### config.mk
export PLATFORM = sky130hd
export DESIGN_NAME = wb_rr_arbiter_flat
export DESIGN_NICKNAME = d
export VERILOG_FILES = /design/src/rtl/wb_rr_arbiter_if.sv /design/src/rtl/wb_rr_arbiter.sv /design/src/flat_wrapper.sv
export SDC_FILE = /design/constraint.sdc
export NUM_CORES = 1
export LEC_CHECK = 0
export BUFFER_PORTS_ARGS = -buffer_cell sky130_fd_sc_hd__buf_2
export CAP_MARGIN = 0
export CORE_AREA = 2 2 173 175
export CTS_BUF_LIST = sky130_fd_sc_hd__clkbuf_4
export CTS_CLUSTER_DIAMETER = 60
export CTS_CLUSTER_SIZE = 10
export DETAILED_ROUTE_END_ITERATION = 10
export DIE_AREA = 0 0 175 177
export HOLD_SLACK_MARGIN = 0.05
export PLACE_DENSITY = 0.41
export SETUP_SLACK_MARGIN = 0.3
export SYNTH_ARGS = -nofsm -noshare
export SYNTH_HDL_FRONTEND = slang
export SYNTH_SLANG_ARGS = --single-unit
### constraint.sdc
create_clock -name CLK_I -period 2 [get_ports CLK_I]
set_input_delay 0.4 -clock CLK_I [delete_from_list [all_inputs] [get_ports CLK_I]]
set_output_delay 0.4 -clock CLK_I [all_outputs]
set_load 0.05 [all_outputs]
### src/rtl/wb_rr_arbiter_if.sv
// Wishbone B4 shared-bus bundle for wb_rr_arbiter.
// The slave modport is the arbiter's view; the master modport is the view of the
// surrounding masters plus the single slave.
interface wb_rr_arbiter_if #(
    parameter int unsigned N_MASTERS = 4,
    parameter int unsigned AW        = 32,
    parameter int unsigned DW        = 32
);
    // Master-side request bundle, master i packed at slice i
    logic [N_MASTERS-1:0]        m_cyc_i;
    logic [N_MASTERS-1:0]        m_stb_i;
    logic [N_MASTERS-1:0]        m_we_i;
    logic [N_MASTERS-1:0]        m_lock_i;
    logic [N_MASTERS*AW-1:0]     m_adr_i;
    logic [N_MASTERS*DW/8-1:0]   m_sel_i;
    logic [N_MASTERS*DW-1:0]     m_dat_i;
    // Master-side responses
    logic [DW-1:0]               m_dat_o;
    logic [N_MASTERS-1:0]        m_ack_o;
    logic [N_MASTERS-1:0]        m_err_o;
    logic [N_MASTERS-1:0]        m_rty_o;
    // Slave side
    logic                        s_cyc_o;
    logic                        s_stb_o;
    logic                        s_we_o;
    logic                        s_lock_o;
    logic [AW-1:0]               s_adr_o;
    logic [DW/8-1:0]             s_sel_o;
    logic [DW-1:0]               s_dat_o;
    logic [DW-1:0]               s_dat_i;
    logic                        s_ack_i;
    logic                        s_err_i;
    logic                        s_rty_i;
    // Current owner, one-hot
    logic [N_MASTERS-1:0]        gnt_o;

    modport slave (
        input  m_cyc_i, m_stb_i, m_we_i, m_lock_i, m_adr_i, m_sel_i, m_dat_i,
        input  s_dat_i, s_ack_i, s_err_i, s_rty_i,
        output m_dat_o, m_ack_o, m_err_o, m_rty_o,
        output s_cyc_o, s_stb_o, s_we_o, s_lock_o, s_adr_o, s_sel_o, s_dat_o,
        output gnt_o
    );

    modport master (
        output m_cyc_i, m_stb_i, m_we_i, m_lock_i, m_adr_i, m_sel_i, m_dat_i,
        output s_dat_i, s_ack_i, s_err_i, s_rty_i,
        input  m_dat_o, m_ack_o, m_err_o, m_rty_o,
        input  s_cyc_o, s_stb_o, s_we_o, s_lock_o, s_adr_o, s_sel_o, s_dat_o,
        input  gnt_o
    );
endinterface

### src/rtl/wb_rr_arbiter.sv
// N-master to one-slave Wishbone B4 classic arbiter with registered round-robin
// grant, LOCK-held ownership and owner-only response routing.
// Optional bus-timeout watchdog compiled in with `define WB_ARB_TIMEOUT_EN.
module wb_rr_arbiter #(
    parameter int unsigned N_MASTERS = 4,
    parameter int unsigned AW        = 32,
    parameter int unsigned DW        = 32,
    parameter int unsigned TIMEOUT   = 255
) (
    input  logic             CLK_I,
    input  logic             RST_I,
    wb_rr_arbiter_if.slave   bus
);
    localparam int unsigned OW = $clog2(N_MASTERS);
    localparam int unsigned SW = DW / 8;

    localparam logic [1:0] StIdle  = 2'd0;
    localparam logic [1:0] StBusy  = 2'd1;
`ifdef WB_ARB_TIMEOUT_EN
    localparam logic [1:0] StToerr = 2'd2;
    localparam int unsigned CW     = $clog2(TIMEOUT + 1);
`endif

    if (N_MASTERS < 2 || N_MASTERS > 16 || (DW % 8) != 0 || TIMEOUT < 2) begin : g_bad_cfg
        $error("wb_rr_arbiter: unsupported parameter set");
    end

    logic [1:0]           state_q, state_d;
    logic [OW-1:0]        owner_q, owner_d;
    logic [OW-1:0]        last_q, last_d;
    logic [OW-1:0]        pick;
    logic [N_MASTERS-1:0] owner_oh;
    logic                 owned;
    logic                 busy;
    logic                 release_req;
    logic                 timeout_hit;

`ifdef WB_ARB_TIMEOUT_EN
    logic [CW-1:0]        cnt_q, cnt_d;
`endif

    assign owned       = (state_q != StIdle);
    assign busy        = (state_q == StBusy);
    // LOCK keeps ownership even while the owner's CYC is low
    assign release_req = busy & ~bus.m_cyc_i[owner_q] & ~bus.m_lock_i[owner_q];

    // Round-robin search: first requester strictly after last_owner, wrapping
    always_comb begin
        logic        found;
        int unsigned idx;
        logic [OW-1:0] cand;
        pick  = last_q;
        found = 1'b0;
        idx   = 0;
        cand  = '0;
        for (int unsigned i = 1; i <= N_MASTERS; i++) begin
            idx  = (32'(last_q) + i) % N_MASTERS;
            cand = OW'(idx);
            if (!found && bus.m_cyc_i[cand]) begin
                found = 1'b1;
                pick  = cand;
            end
        end
    end

`ifdef WB_ARB_TIMEOUT_EN
    // Stall counter: counts strobed BUSY cycles with no slave response
    always_comb begin
        cnt_d       = '0;
        timeout_hit = 1'b0;
        if (busy && !release_req && bus.m_stb_i[owner_q] &&
            !(bus.s_ack_i | bus.s_err_i | bus.s_rty_i)) begin
            if (cnt_q == CW'(TIMEOUT)) begin
                timeout_hit = 1'b1;
            end else begin
                cnt_d = cnt_q + 1'b1;
            end
        end
    end

    // Stall counter register
    always_ff @(posedge CLK_I) begin
        if (RST_I) begin
            cnt_q <= '0;
        end else begin
            cnt_q <= cnt_d;
        end
    end
`else
    assign timeout_hit = 1'b0;
`endif

    // Next-state logic: arbitration only from idle, release back to idle
    always_comb begin
        state_d = state_q;
        owner_d = owner_q;
        last_d  = last_q;
        case (state_q)
            StIdle: begin
                if (|bus.m_cyc_i) begin
                    owner_d = pick;
                    state_d = StBusy;
                end
            end
            StBusy: begin
                if (release_req) begin
                    state_d = StIdle;
                    last_d  = owner_q;
                end else if (timeout_hit) begin
`ifdef WB_ARB_TIMEOUT_EN
                    state_d = StToerr;
`endif
                end
            end
`ifdef WB_ARB_TIMEOUT_EN
            StToerr: state_d = StBusy;
`endif
            default: state_d = StIdle;
        endcase
    end

    // State, owner and last-owner registers
    always_ff @(posedge CLK_I) begin
        if (RST_I) begin
            state_q <= StIdle;
            owner_q <= '0;
            last_q  <= OW'(N_MASTERS - 1);
        end else begin
            state_q <= state_d;
            owner_q <= owner_d;
            last_q  <= last_d;
        end
    end

    // Owner mux to the slave and owner-only response routing
    always_comb begin
        owner_oh          = '0;
        owner_oh[owner_q] = 1'b1;
        bus.gnt_o    = owned ? owner_oh : '0;
        bus.s_cyc_o  = owned & bus.m_cyc_i[owner_q];
        bus.s_stb_o  = busy & bus.m_stb_i[owner_q];
        bus.s_we_o   = owned & bus.m_we_i[owner_q];
        bus.s_lock_o = owned & bus.m_lock_i[owner_q];
        bus.s_adr_o  = owned ? bus.m_adr_i[owner_q*AW +: AW] : '0;
        bus.s_sel_o  = owned ? bus.m_sel_i[owner_q*SW +: SW] : '0;
        bus.s_dat_o  = owned ? bus.m_dat_i[owner_q*DW +: DW] : '0;
        bus.m_ack_o  = (busy & bus.s_ack_i) ? owner_oh : '0;
        bus.m_err_o  = (busy & bus.s_err_i) ? owner_oh : '0;
        bus.m_rty_o  = (busy & bus.s_rty_i) ? owner_oh : '0;
`ifdef WB_ARB_TIMEOUT_EN
        // Watchdog error cycle: strobe withdrawn, ERR to the owner
        if (state_q == StToerr) begin
            bus.m_err_o = owner_oh;
        end
`endif
    end

    assign bus.m_dat_o = bus.s_dat_i;

endmodule
### src/flat_wrapper.sv
// flat-port wrapper written by rule: the top's interface ports become plain ports
module wb_rr_arbiter_flat 
#(
    parameter int unsigned N_MASTERS = 4,
    parameter int unsigned AW        = 32,
    parameter int unsigned DW        = 32,
    parameter int unsigned TIMEOUT   = 255
)
  (CLK_I, RST_I, bus_m_cyc_i, bus_m_stb_i, bus_m_we_i, bus_m_lock_i, bus_m_adr_i, bus_m_sel_i, bus_m_dat_i, bus_s_dat_i, bus_s_ack_i, bus_s_err_i, bus_s_rty_i, bus_m_dat_o, bus_m_ack_o, bus_m_err_o, bus_m_rty_o, bus_s_cyc_o, bus_s_stb_o, bus_s_we_o, bus_s_lock_o, bus_s_adr_o, bus_s_sel_o, bus_s_dat_o, bus_gnt_o);
  wb_rr_arbiter_if #(.N_MASTERS(N_MASTERS), .AW(AW), .DW(DW)) bus_i ();
  input  logic CLK_I;
  input  logic RST_I;
  input wire logic [$bits(bus_i.m_cyc_i)-1:0] bus_m_cyc_i;
  input wire logic [$bits(bus_i.m_stb_i)-1:0] bus_m_stb_i;
  input wire logic [$bits(bus_i.m_we_i)-1:0] bus_m_we_i;
  input wire logic [$bits(bus_i.m_lock_i)-1:0] bus_m_lock_i;
  input wire logic [$bits(bus_i.m_adr_i)-1:0] bus_m_adr_i;
  input wire logic [$bits(bus_i.m_sel_i)-1:0] bus_m_sel_i;
  input wire logic [$bits(bus_i.m_dat_i)-1:0] bus_m_dat_i;
  input wire logic [$bits(bus_i.s_dat_i)-1:0] bus_s_dat_i;
  input wire logic [$bits(bus_i.s_ack_i)-1:0] bus_s_ack_i;
  input wire logic [$bits(bus_i.s_err_i)-1:0] bus_s_err_i;
  input wire logic [$bits(bus_i.s_rty_i)-1:0] bus_s_rty_i;
  output wire logic [$bits(bus_i.m_dat_o)-1:0] bus_m_dat_o;
  output wire logic [$bits(bus_i.m_ack_o)-1:0] bus_m_ack_o;
  output wire logic [$bits(bus_i.m_err_o)-1:0] bus_m_err_o;
  output wire logic [$bits(bus_i.m_rty_o)-1:0] bus_m_rty_o;
  output wire logic [$bits(bus_i.s_cyc_o)-1:0] bus_s_cyc_o;
  output wire logic [$bits(bus_i.s_stb_o)-1:0] bus_s_stb_o;
  output wire logic [$bits(bus_i.s_we_o)-1:0] bus_s_we_o;
  output wire logic [$bits(bus_i.s_lock_o)-1:0] bus_s_lock_o;
  output wire logic [$bits(bus_i.s_adr_o)-1:0] bus_s_adr_o;
  output wire logic [$bits(bus_i.s_sel_o)-1:0] bus_s_sel_o;
  output wire logic [$bits(bus_i.s_dat_o)-1:0] bus_s_dat_o;
  output wire logic [$bits(bus_i.gnt_o)-1:0] bus_gnt_o;
  assign bus_i.m_cyc_i = bus_m_cyc_i;
  assign bus_i.m_stb_i = bus_m_stb_i;
  assign bus_i.m_we_i = bus_m_we_i;
  assign bus_i.m_lock_i = bus_m_lock_i;
  assign bus_i.m_adr_i = bus_m_adr_i;
  assign bus_i.m_sel_i = bus_m_sel_i;
  assign bus_i.m_dat_i = bus_m_dat_i;
  assign bus_i.s_dat_i = bus_s_dat_i;
  assign bus_i.s_ack_i = bus_s_ack_i;
  assign bus_i.s_err_i = bus_s_err_i;
  assign bus_i.s_rty_i = bus_s_rty_i;
  assign bus_m_dat_o = bus_i.m_dat_o;
  assign bus_m_ack_o = bus_i.m_ack_o;
  assign bus_m_err_o = bus_i.m_err_o;
  assign bus_m_rty_o = bus_i.m_rty_o;
  assign bus_s_cyc_o = bus_i.s_cyc_o;
  assign bus_s_stb_o = bus_i.s_stb_o;
  assign bus_s_we_o = bus_i.s_we_o;
  assign bus_s_lock_o = bus_i.s_lock_o;
  assign bus_s_adr_o = bus_i.s_adr_o;
  assign bus_s_sel_o = bus_i.s_sel_o;
  assign bus_s_dat_o = bus_i.s_dat_o;
  assign bus_gnt_o = bus_i.gnt_o;
  wb_rr_arbiter #(.N_MASTERS(N_MASTERS), .AW(AW), .DW(DW), .TIMEOUT(TIMEOUT)) u_core (.CLK_I(CLK_I), .RST_I(RST_I), .bus(bus_i));
endmodule
==> run summary, run 1 <==
The largest fanout on the critical path is 12. Data on the critical path arrives at its endpoint at 1.76 ns. Row generation in the floorplan step produced 63 rows. The number of detailed-routing iterations run before antenna repair came out at 4. The mean cell area of the mapped netlist is 11.1 µm². In this run the count of I/O pins placed on the die edge is 445. The library cells used most frequently in the layout, excluding fill and tap cells, are sky130_fd_sc_hd__buf_2, sky130_fd_sc_hd__and2_4, sky130_fd_sc_hd__mux4_2.

The number of routed nets with antenna violations is 0. The maximum clock frequency came out at 0.463 GHz. The switching part of the total power came out at 46.6%. The core region is 0.0292 mm². Once placement completed, the tool counted placed cells totaling 996. Setup repair after global routing could not meet its margin everywhere.

The final reports fail on setup timing. In this run the tightest slew margin relative to its limit is 73.0%. In the synthesized netlist the dominant register cell turns out to be sky130_fd_sc_hd__dfxtp_1. The final instance area came out at 0.00628 mm².

The cell count after synthesis came out at 258. The internal power of the cells totals 1.51 mW. The worst supply voltage drop on vdd came out at 0.000181 V. The number of failing setup endpoints in the final timing report came out at 70. Setup slack on the critical path of the routed design comes to -0.160 ns.

The run finished, with violations left. The required time of the worst setup path is 1.60 ns. TritonCTS built the clock tree.

In this run, synthesis inferred 0 flip-flops with an integrated enable. The net count of the finished layout is 953. In this run the deepest clock path goes through 2 buffers. The final route contains 3,759 vias. The netlist uses 26 different library cells. The starting utilization of the core area came out at 9.78%. The non-filler instance count after layout is 1,018. The die covers 0.0310 mm².

The horizontal extent of the die is 175 µm. Entering global routing, the biggest net connects 40 pins. The sequential-to-total area share from yosys stat came out at 3.50%.

The minimum clock period after layout came out at 2.16 ns. The routed wire length per instance is 16.3 µm. The total power is 2.83 mW.

The worst setup slack after placement is 0.0130 ns. The count of routing violations after the opening detailed-route iteration is 135. Between clock sinks in the finished design, the worst skew comes to 0.00206 ns. The share of flip-flops with an asynchronous set or reset after synthesis came out at 0%. The congestion estimate from routability-driven global placement came to 0.805.

The clock network power share came out at 4.6%. The share of the clock period used by the worst path is 108%. In the routed layout, each cell is associated on average with a via count of 3.69.

The latest clock arrival within the worst-skew pair came out at 0.24 ns. The actual transition at the worst max-transition pin is 0.401 ns. The net switching power figure is 1.32 mW. The max-cap check violation count came out at 0.

The final max-slew violation count came out at 0. The total CTS buffers came out at 3. The HPWL after detailed placement is 14,400 µm. The power per cell area is 451 mW/mm². The placed instance area is 0.00540 mm². Hold timing on the final database bottoms out at a slack of 0.420 ns. The kind of launch point of the worst setup path is a flip-flop. The clock drives 5 sinks. The count of hold-fix buffers inserted at cts is 0. Combinational logic is responsible for 90.9% of the overall power.

The Yosys step of the flow raised 0 warnings. The number of antenna violations at the first check in global routing is 0. The root buffer cell chosen for the clock tree is sky130_fd_sc_hd__clkbuf_4. The synthesized netlist net count came out at 583. The share of total power dissipated in sequential elements is 4.5%.

The biggest area contributor in the post-synthesis netlist is sky130_fd_sc_hd__mux4_2. The global routing usage summed across all routing layers came out at 9.80%. The leftover overflow at the end of global routing came out at 0. The maximum level of the CTS H-tree is 1.

The register bit total from synthesis came out at 5. In this run the biggest area consumer among cell types represents 55.1% of the synthesized area. Cells with a size suffix above 1 make up 94.1% of the layout. The first-pass GRT wire length is 23,500 µm. Ranked by total cell area, the synthesized netlist is headed by sky130_fd_sc_hd__mux4_2, sky130_fd_sc_hd__and2_1, sky130_fd_sc_hd__buf_4. The count of final hold-check violations is 0. The class of the tightest hold or removal check is input pin to flip-flop. The via count of the first global-routing pass came out at 3,985. The most common library cell in the layout ignoring fill and taps is sky130_fd_sc_hd__buf_2. STA classifies the critical path endpoint as a primary output.

The netlist area before placement is 0.00286 mm². The number of port buffers is 380. Clock-pin slew was measured on the worst setup and hold paths at 0.05 ns. Wires add up to 16,600 µm. Summed over all cells, the static leakage comes to 2.93 nW. The area growth from synthesis to layout is 120%. The vertical die dimension is 177 µm. In the routed design, unresolved DRC markers number 0. The critical path is of the flip-flop to primary output type.
-- worst max-delay path: stages (launching register included) --
cell and delay, ns:
sky130_fd_sc_hd__dfxtp_4 0.36, sky130_fd_sc_hd__buf_12 0.15, sky130_fd_sc_hd__buf_12 0.16, sky130_fd_sc_hd__mux4_2 0.51, sky130_fd_sc_hd__and2_4 0.17, sky130_fd_sc_hd__buf_6 0.14
-- cells by family (layout without fill, tap and decap cells) --
kind of cell	count (synthesis)	in the layout	share of synthesized area, %
AND/OR/NAND/NOR	108	108	22.5
multiplexers	77	77	57.6
buffers and inverters	60	429	14.5
AO/OA/AOI/OAI	8	8	1.93
flip-flops	5	5	3.50
other	0	1	0
-- final timing paths --
path	slack (ns)	end	depth (start not counted)	startpoint
max	-0.16	bus_s_dat_o[25]	5	u_core.owner_q[0]
min	0.42	u_core.owner_q[1]	2	RST_I
max reg2reg	0.50	u_core.last_q[0]	7	u_core.owner_q[0]
min reg2reg	0.59	u_core.last_q[0]	2	u_core.last_q[0]
-- cell type report --
| cell class | instances | area, µm² |
|---|---|---|
| Antenna cell | 1 | 2.50 |
| Clock buffer | 4 | 30.0 |
| Tap cell | 390 | 488 |
| Fill cell | 3224 | 23000 |
| Sequential cell | 5 | 111 |
| Inverter | 2 | 7.51 |
| Timing Repair Buffer | 423 | 3010 |
| Multi-Input combinational cell | 193 | 2630 |
-- registers in the layout, summed over array words and instances (netlist names) --
name,flops
u_core.state_q,1
u_core.owner_q,2
u_core.last_q,2
-- routing by layer --
layer  share of wire (%)  global-route usage (%)  up-vias
met5                   0                       0        -
met4                 1.3                    1.49        0
met3                 8.9                    2.10       20
met2                  51                    18.0      221
met1                  38                    12.0     1810
li1                    -                       -     1708
-- through the flow --
| stage | util (%) | TNS, ns |
|---|---|---|
| after floorplan | - | 0 |
| after global placement | 18.5 | 0 |
| after detailed placement | 18.5 | 0 |
| after CTS | 21.1 | -10.75 |
| after global routing | 21.5 | -13.27 |
| final | 21.5 | -8.68 |
-- synthesized netlist by cell type, types with 3 or more instances --
master / count
sky130_fd_sc_hd__nor2b_1: 3
sky130_fd_sc_hd__buf_2: 5
sky130_fd_sc_hd__clkbuf_1: 12
sky130_fd_sc_hd__and3_1: 6
sky130_fd_sc_hd__mux2i_1: 7
sky130_fd_sc_hd__nor2_1: 8
sky130_fd_sc_hd__nand2_1: 4
sky130_fd_sc_hd__mux4_2: 70
sky130_fd_sc_hd__buf_6: 6
sky130_fd_sc_hd__buf_4: 34
sky130_fd_sc_hd__and2_1: 80
sky130_fd_sc_hd__dfxtp_1: 5
-- power by group through the flow --
stage / Clock (mW) / Sequential [mW] / Combinational, mW
2_1_floorplan: 0 / 0.121 / 1.75
3_3_place_gp: 0 / 0.143 / 2.20
3_5_place_dp: 0 / 0.144 / 2.21
4_1_cts: 0.137 / 0.128 / 2.55
5_1_grt: 0.143 / 0.130 / 2.71
6_report: 0.130 / 0.128 / 2.57
-- timing repair --
| item | 4_1_cts | 5_1_grt |
|---|---|---|
| pin swaps | 3 | 3 |
| endpoints found under the setup margin | 88 | 88 |
| endpoints found under the hold margin | 0 | 0 |
| resized for setup | 188 | 18 |
| cloned | 1 | 0 |
| buffers inserted | 13 | 3 |
No activity file was read; power rests on OpenSTA's default activity.
==> run 2: changes to the inputs <==
--- a/config.mk
+++ b/config.mk
@@ -5,16 +5,17 @@
 export SDC_FILE = /design/constraint.sdc
 export NUM_CORES = 1
 export LEC_CHECK = 0
+export ABC_AREA = 1
 export BUFFER_PORTS_ARGS = -buffer_cell sky130_fd_sc_hd__buf_2
 export CAP_MARGIN = 0
-export CORE_AREA = 2 2 173 175
+export CORE_AREA = 2 2 174 176
 export CTS_BUF_LIST = sky130_fd_sc_hd__clkbuf_4
 export CTS_CLUSTER_DIAMETER = 60
 export CTS_CLUSTER_SIZE = 10
 export DETAILED_ROUTE_END_ITERATION = 10
-export DIE_AREA = 0 0 175 177
+export DIE_AREA = 0 0 176 178
 export HOLD_SLACK_MARGIN = 0.05
-export PLACE_DENSITY = 0.41
+export PLACE_DENSITY = 0.4
 export SETUP_SLACK_MARGIN = 0.3
 export SYNTH_ARGS = -nofsm -noshare
 export SYNTH_HDL_FRONTEND = slang
==> run 2 against run 1 <==
Net effect:
- the run still ends with setup timing left
- power rose to 3.2 times the previous value
- synthesized cell count grew 84%
- critical endpoint is now bus_s_adr_o[2]
- maximum frequency grew 4.4%
==> run summary, run 2 <==
The share of power burned in combinational logic came out at 96.4%. The relative contribution of sequential cells to total power is 2.2%. The worst reg-to-reg path cell count is 10.

The cell count of the worst hold path is 2. For this block, wires on met1 add up to 9830 µm. Together, buffers and inverters on the worst path number 5. The routed design uses 12,700 µm of met2 wire. The slowest stage cell on the critical path is sky130_fd_sc_hd__dfxtp_4.

The non-filler instance count after layout is 1,232. The via count of the first global-routing pass was 5,381. Sorting the synthesized cells by area gives the leading types as sky130_fd_sc_hd__nand3_1, sky130_fd_sc_hd__a22oi_1, sky130_fd_sc_hd__a31oi_1. The share of flip-flops with an asynchronous set or reset after synthesis came out at 0%.

The max-cap check violation count came out at 0. The clock network power share is 1.5%. After detailed routing, the total wire length is 25,800 µm. The final setup slack of the worst path is -0.0679 ns. The net switching power figure is 5.31 mW. The worst hold path belongs to the class input pin to flip-flop.

The number of antenna violations at the first check in global routing came out at 2. The CTS tree is done. The number of instances in the placed design came out at 1,184. Subtracting the final worst setup slack from the clock period gives 2.07 ns. The clock-pin slew on the worst setup and hold paths came out at 0.04 ns. The core area is 0.0294 mm². The total via count after detailed routing came out at 5,458.

The maximum clock frequency is 0.484 GHz. The horizontal extent of the die came out at 176 µm. The cell class contributing the biggest share of worst-path delay is buffers and inverters.

The synthesized netlist cell count came out at 474. The mean cell area of the mapped netlist came out at 5.76 µm². The number of port buffers is 380. The power per cell area is 1170 mW/mm².

The signal on the critical path passes through buf_12 -> nand2_8 -> inv_16 -> buf_16 -> buf_4 -> a22oi_2 -> a31oi_4 -> buf_6. The sequential-to-total area share from yosys stat came out at 3.66%. The number of detailed-routing iterations run before antenna repair came out at 4. The share of the clock period used by the worst path is 103%.

The top cell type by area accounts for 26.2% of the synthesized area. The register bit total from synthesis is 5. In this run the clock root is driven by a sky130_fd_sc_hd__clkbuf_4. The library cells used most frequently in the layout, excluding fill and tap cells, are sky130_fd_sc_hd__buf_2, sky130_fd_sc_hd__nand3_1, sky130_fd_sc_hd__buf_6.

The latest clock arrival within the worst-skew pair came out at 0.24 ns. The number of enable flip-flop cells after synthesis is 0. STA classifies the critical path startpoint as a flip-flop. The delay of the slowest cell on the worst path is 0.36 ns. The required time of the worst setup path is 1.60 ns. Setup repair after global routing could not meet its margin everywhere. The logic depth of the worst path, buffers included came out at 8.

The first-pass GRT wire length is 32,400 µm. Among all cell types in the netlist, the one instantiated most often is sky130_fd_sc_hd__nand3_1. The most common library cell in the layout ignoring fill and taps is sky130_fd_sc_hd__buf_2. The final max-slew violation count is 0. Along the worst path, the maximum fanout reaches 8. Buffers inserted to repair hold after CTS numbered 0. The worst max-slew margin expressed relative to the limit came out at 73.2%. The signal arrival time at the worst endpoint came out at 1.67 ns. The worst slack on hold paths came out at 0.365 ns.

The site row count is 63. The actual transition at the worst max-transition pin is 0.398 ns. The critical path is of the flip-flop to primary output type. Among all flip-flop cells after synthesis, the most frequent one is sky130_fd_sc_hd__dfxtp_1. The netlist area before placement is 0.00273 mm². The number of warnings issued by yosys is 0.

After detailed routing, no signal wire sits above met5. The leakage power of the design is 3.05 nW. The run finished, with violations left. Relative to the synthesized area, the layout overhead comes to 184%.

The net count of the finished layout is 1,167. The cell-internal power is 3.76 mW. The number of routed nets with antenna violations came out at 0. The endpoint type of the worst setup path is a primary output. The register-to-register path setup slack is 0.45 ns.

The synthesized netlist net count is 799. For the final database, setup skew stands at 0.00311 ns. The count of boundary I/O pins is 445. The starting utilization of the core area is 9.29%. The routed design uses 2090 µm of met3 wire. The die footprint is 0.0313 mm². The routability congestion estimate from global placement is 0.803. In this run, CTS created clock tree buffers numbering 3. Setup violations remaining at the end of the flow were counted as 40. The checks that failed: setup timing. The utilization after layout is 26.4%.

The half-perimeter wire length of the detailed placement result is 16,200 µm. The leftover overflow at the end of global routing came out at 0. In the final layout, the share of cells above drive strength 1 is 75.4%. The worst supply voltage drop on vdd is 0.000498 V. The vertical die dimension came out at 178 µm. The largest area contributor in the netlist is sky130_fd_sc_hd__nand3_1. The number of buffers on the longest clock path came out at 2. Dividing the detail-routed wire length by the instance count gives 20.9 µm. In the final layout, the registers with the most flip-flops are u_core.last_q x2, u_core.owner_q x2, u_core.state_q x1. The global routing usage summed across all routing layers came out at 13.7%. The count of routing violations after the opening detailed-route iteration came out at 242. The routed via count divided by cell count is 4.43. The maximum level of the CTS H-tree came out at 1. The unique cell type count in the Yosys netlist is 22. After detailed routing, the number of remaining DRC violations is 0. The count of final hold-check violations was 0. Entering global routing, the biggest net connects 68 pins. The switching part of the total power is 58.5%. The total number of clock tree sinks is 5. The commonest cells after synthesis are sky130_fd_sc_hd__nand3_1, sky130_fd_sc_hd__a22oi_1, sky130_fd_sc_hd__a31oi_1.
==> run 2: changes by cell type after synthesis, moves of 7 or more <==
cell,previous run,this run
sky130_fd_sc_hd__a22oi_1,0,70
sky130_fd_sc_hd__mux4_2,70,0
sky130_fd_sc_hd__a31oi_1,1,70
sky130_fd_sc_hd__and2_1,80,0
sky130_fd_sc_hd__buf_2,5,37
sky130_fd_sc_hd__nand3_1,1,143
sky130_fd_sc_hd__mux2i_1,7,0
sky130_fd_sc_hd__nor2_1,8,20
sky130_fd_sc_hd__nand2_1,4,44
==> run 2: kinds of logic (layout without fill, tap and decap cells) <==
logic type	Yosys count	count (layout)	synth area share [%]
AND/OR/NAND/NOR	219	219	38.4
AO/OA/AOI/OAI	152	152	37.7
buffers and inverters	98	465	20.3
flip-flops	5	5	3.66
other	0	1	0
==> run 2: final cells by class <==
cell class | count | area [µm²]
repair buffers | 450 | 3600
clock buffers | 4 | 30.0
well taps | 390 | 488
multi-input cells | 371 | 3440
fillers | 3222 | 21600
flip-flops and latches | 5 | 109
inverters | 11 | 91.3
diodes | 1 | 2.50
==> run 2: what timing repair did <==
item                       4_1_cts  5_1_grt
setup endpoints to repair       87       85
gates cloned                    10       10
setup buffers                   10       13
resized for setup              199      106
pin swaps                        5        8
==> run 2: stage by stage <==
stage / power, mW / cell area (µm²) / setup WS (ns) / setup TNS, ns
finish: 9.07 / 7760 / -0.0679 / -1.13
global route: 9.48 / 7760 / -0.140 / -4.43
detailed placement: 6.18 / 5920 / 0.105 / 0
global placement: 6.18 / 5920 / 0.120 / 0
floorplan: 4.79 / 3730 / -0.156 / -1.23
CTS: 8.00 / 6980 / -0.0905 / -2.30
==> run 2: power by group through the flow <==
stage	combinational [mW]	clock, mW	sequential [mW]
2_1_floorplan	4.64	0	0.150
3_3_place_gp	5.99	0	0.191
3_5_place_dp	5.98	0	0.193
4_1_cts	7.67	0.140	0.195
5_1_grt	9.14	0.142	0.198
6_report	8.74	0.133	0.196
==> run 2: path summary, 6_finish.rpt <==
check / startpoint / to
worst min register to register: u_core.last_q[1] / u_core.last_q[1]
worst max-delay path: u_core.owner_q[0] / bus_s_adr_o[2]
worst max register to register: u_core.owner_q[0] / u_core.last_q[0]
worst min-delay path: RST_I / u_core.owner_q[1]
==> run 2: routing by layer <==
layer / track usage (%) / up-vias
li1: - / 2528
met1: 15.7 / 2544
met2: 25.3 / 325
met3: 2.49 / 59
met4: 5.17 / 2
met5: 0 / -
==> run 3: changes to the inputs <==
--- a/config.mk
+++ b/config.mk
@@ -8,14 +8,17 @@
 export ABC_AREA = 1
 export BUFFER_PORTS_ARGS = -buffer_cell sky130_fd_sc_hd__buf_2
 export CAP_MARGIN = 0
+export CELL_PAD_IN_SITES_DETAIL_PLACEMENT = 0
+export CELL_PAD_IN_SITES_GLOBAL_PLACEMENT = 1
 export CORE_AREA = 2 2 174 176
 export CTS_BUF_LIST = sky130_fd_sc_hd__clkbuf_4
 export CTS_CLUSTER_DIAMETER = 60
 export CTS_CLUSTER_SIZE = 10
 export DETAILED_ROUTE_END_ITERATION = 10
 export DIE_AREA = 0 0 176 178
+export GPL_TIMING_DRIVEN = 0
 export HOLD_SLACK_MARGIN = 0.05
-export PLACE_DENSITY = 0.4
+export PLACE_DENSITY = 0.6
 export SETUP_SLACK_MARGIN = 0.3
 export SYNTH_ARGS = -nofsm -noshare
 export SYNTH_HDL_FRONTEND = slang
==> run 3 against run 2 <==
Net effect:
- the run still ends with setup timing left
- power increased by 20%
- clock skew is 0.00079 ns lower
- non-clock buffer count is 103 higher
- sequential share of layout area down 0.23 points
- largest power group unchanged
==> run summary, run 3 (synthesis gave the netlist of run 2 again) <==
The count of buffering cells on the critical path with inverters included came out at 6. The vertical die dimension is 178 µm. For the worst-skew pair, the clock arrives at the later sink with an insertion delay of 0.25 ns.

The count of routing violations after the opening detailed-route iteration is 215. The checks that failed: setup timing. In the global route stage, overall resource usage came out at 15.9%. After detailed routing, the number of remaining DRC violations is 0. At the worst endpoint, the arrival time is 1.74 ns. Signal routing reaches up to met4.

The total via count after detailed routing came out at 5,855. The number of failing setup endpoints in the final timing report came out at 77. The tightest min-delay check is of the input pin to flip-flop type. The count of boundary I/O pins came out at 445.

The number of placed instances, taps included, is 1,276. Leaving out fill and tap cells, the most frequent cell in the layout is sky130_fd_sc_hd__buf_2. The number of detailed-routing iterations run before antenna repair came out at 4. The die footprint is 0.0313 mm². The clock arrives with 0.00232 ns of skew. The routed length on met2 is 14,300 µm. The via count of the first global-routing pass came to 5,848. The number of port buffers came out at 412.

Across the run, the number of max-cap violations was 0. Total power for the finished layout comes to 10.9 mW. The kind of cell with the highest combined delay along the critical path is buffers and inverters. The largest registers in the layout are u_core.last_q x2, u_core.owner_q x2, u_core.state_q x1.

The length of routed met3 wiring is 1990 µm. The core area is 0.0294 mm². The number of antenna violations at the first check in global routing is 1. The critical path is of the flip-flop to primary output type.

The count of hold-fix buffers inserted at cts came out at 0. The initial utilization of the core area, before any placement, comes to 9.29%. The critical path goes through buf_12 -> inv_12 -> nand2_8 -> inv_16 -> buf_16 -> buf_12 -> a22oi_2 -> a31oi_2 -> buf_6. The power per cell area is 1140 mW/mm².

The pin count of the biggest net entering global routing is 11. The worst max-slew margin expressed relative to the limit came out at 72.0%. After layout, the worst path uses 107% of the clock period. In the final layout, the share of cells above drive strength 1 is 85.6%. Setup repair after global routing could not meet its margin everywhere. The routability congestion estimate from global placement is 0.831. The maximum clock frequency is 0.467 GHz.

The largest fanout on the critical path is 7. Dividing the detail-routed via count by the number of cells gives 4.38. The half-perimeter wire length of the detailed placement result came out at 20,300 µm. The routed metal-1 wire length came out at 11,200 µm. For this block, the routed nets add up to 28,000 µm of wire. The actual transition at the worst max-transition pin is 0.416 ns. Clock-pin slew was measured on the worst setup and hold paths at 0.05 ns.

The delay of the slowest cell on the worst path came out at 0.35 ns. The required time of the worst setup path came out at 1.60 ns. The worst supply voltage drop on vdd came out at 0.000442 V. CTS placed an instance of sky130_fd_sc_hd__clkbuf_4 at the clock tree root. The worst setup path is captured at a primary output.

The count of final hold-check violations is 0. The area growth from synthesis to layout came out at 249%. The CTS tree is done.

The number of buffers on the longest clock path came out at 2. STA classifies the critical path startpoint as a flip-flop. CTS built an H-tree with a depth of 1.

The total CTS buffers came out at 3. The leakage power of the design is 3.70 nW. After the last flow step, the layout net total stands at 1,271.

In the post-route analysis, the smallest setup slack over all paths is -0.143 ns. The minimum clock period after layout came out at 2.14 ns. The die is 176 µm wide. In the layout the commonest cells are sky130_fd_sc_hd__buf_2, sky130_fd_sc_hd__buf_6, sky130_fd_sc_hd__a22oi_2. The layout has 3,090 filler cells. The number of routed nets with antenna violations is 0. The most frequent cell on the critical path is sky130_fd_sc_hd__buf_12.

The site row count is 63. The non-filler instance count after layout is 1,336. The flow ran to the end, but the final reports show violations. The final max-slew violation count is 0. For this design, the sink count on the clock tree is 5. The storage element area is 111 µm². The area taken by multi-input logic gates came out at 0.00407 mm². The first global-routing pass estimated 37,100 µm of wire. The leftover overflow at the end of global routing came out at 0. The routed wire length per instance came out at 20.9 µm.

The largest individual stage delay along the critical path comes from the cell sky130_fd_sc_hd__dfxtp_4.
==> run 3: changes by cell type in the layout (fill, tap and decap cells not counted), sizes merged <==
| cell | before | now |
|---|---|---|
| inv | 11 | 12 |
| clkbuf | 11 | 24 |
| buf | 443 | 533 |
==> run 3: worst paths after layout <==
path / start / end / slack (ns) / cells after the start
max reg2reg: u_core.owner_q[1] / u_core.last_q[0] / 0.44 / 11
min: RST_I / u_core.owner_q[1] / 0.36 / 2
min reg2reg: u_core.last_q[1] / u_core.last_q[1] / 0.56 / 2
max: u_core.owner_q[1] / bus_s_adr_o[17] / -0.14 / 9
==> run 3: report_power, final <==
group          switching (mW)  internal, mW
Clock                  0.0483        0.0894
Combinational            5.94          4.59
Sequential             0.0504         0.136
==> run 3: stage by stage <==
step | worst slack, ns | hold slack (ns) | TNS [ns] | utilization [%] | cell area [µm²]
finish | -0.143 | 0.357 | -5.41 | 32.4 | 9520
global route | -0.216 | 0.350 | -9.94 | 32.4 | 9520
CTS | -0.206 | 0.343 | -7.09 | 28.8 | 8480
detailed placement | -0.656 | 0.549 | -25.45 | 21.4 | 6280
global placement | -0.662 | 0.542 | -25.32 | 21.4 | 6280
floorplan | -0.156 | 0.469 | -1.23 | - | 3730
==> run 3: cell type report <==
cell class              instances  share of cell area (%)
repair buffers                466                    37.9
multi-input cells             371                    42.7
repair inverters                1                   0.171
clock buffers                   4                   0.315
plain buffers                  87                    11.6
well taps                     390                    5.12
diodes                          1                  0.0263
flip-flops and latches          5                    1.17
inverters                      11                    1.04
==> run 3: repair_timing <==
action | 4_1_cts | 5_1_grt
cloned | 11 | 9
setup buffers | 20 | 15
pin swaps | 33 | 62
endpoints found under the setup margin | 89 | 88
resized for setup | 439 | 139
==> run 3: layer usage <==
layer,global-route usage [%],vias to the layer above
met2,29.1,292
met5,0,-
met4,2.31,0
li1,-,2747
met1,19.7,2790
met3,3.03,26
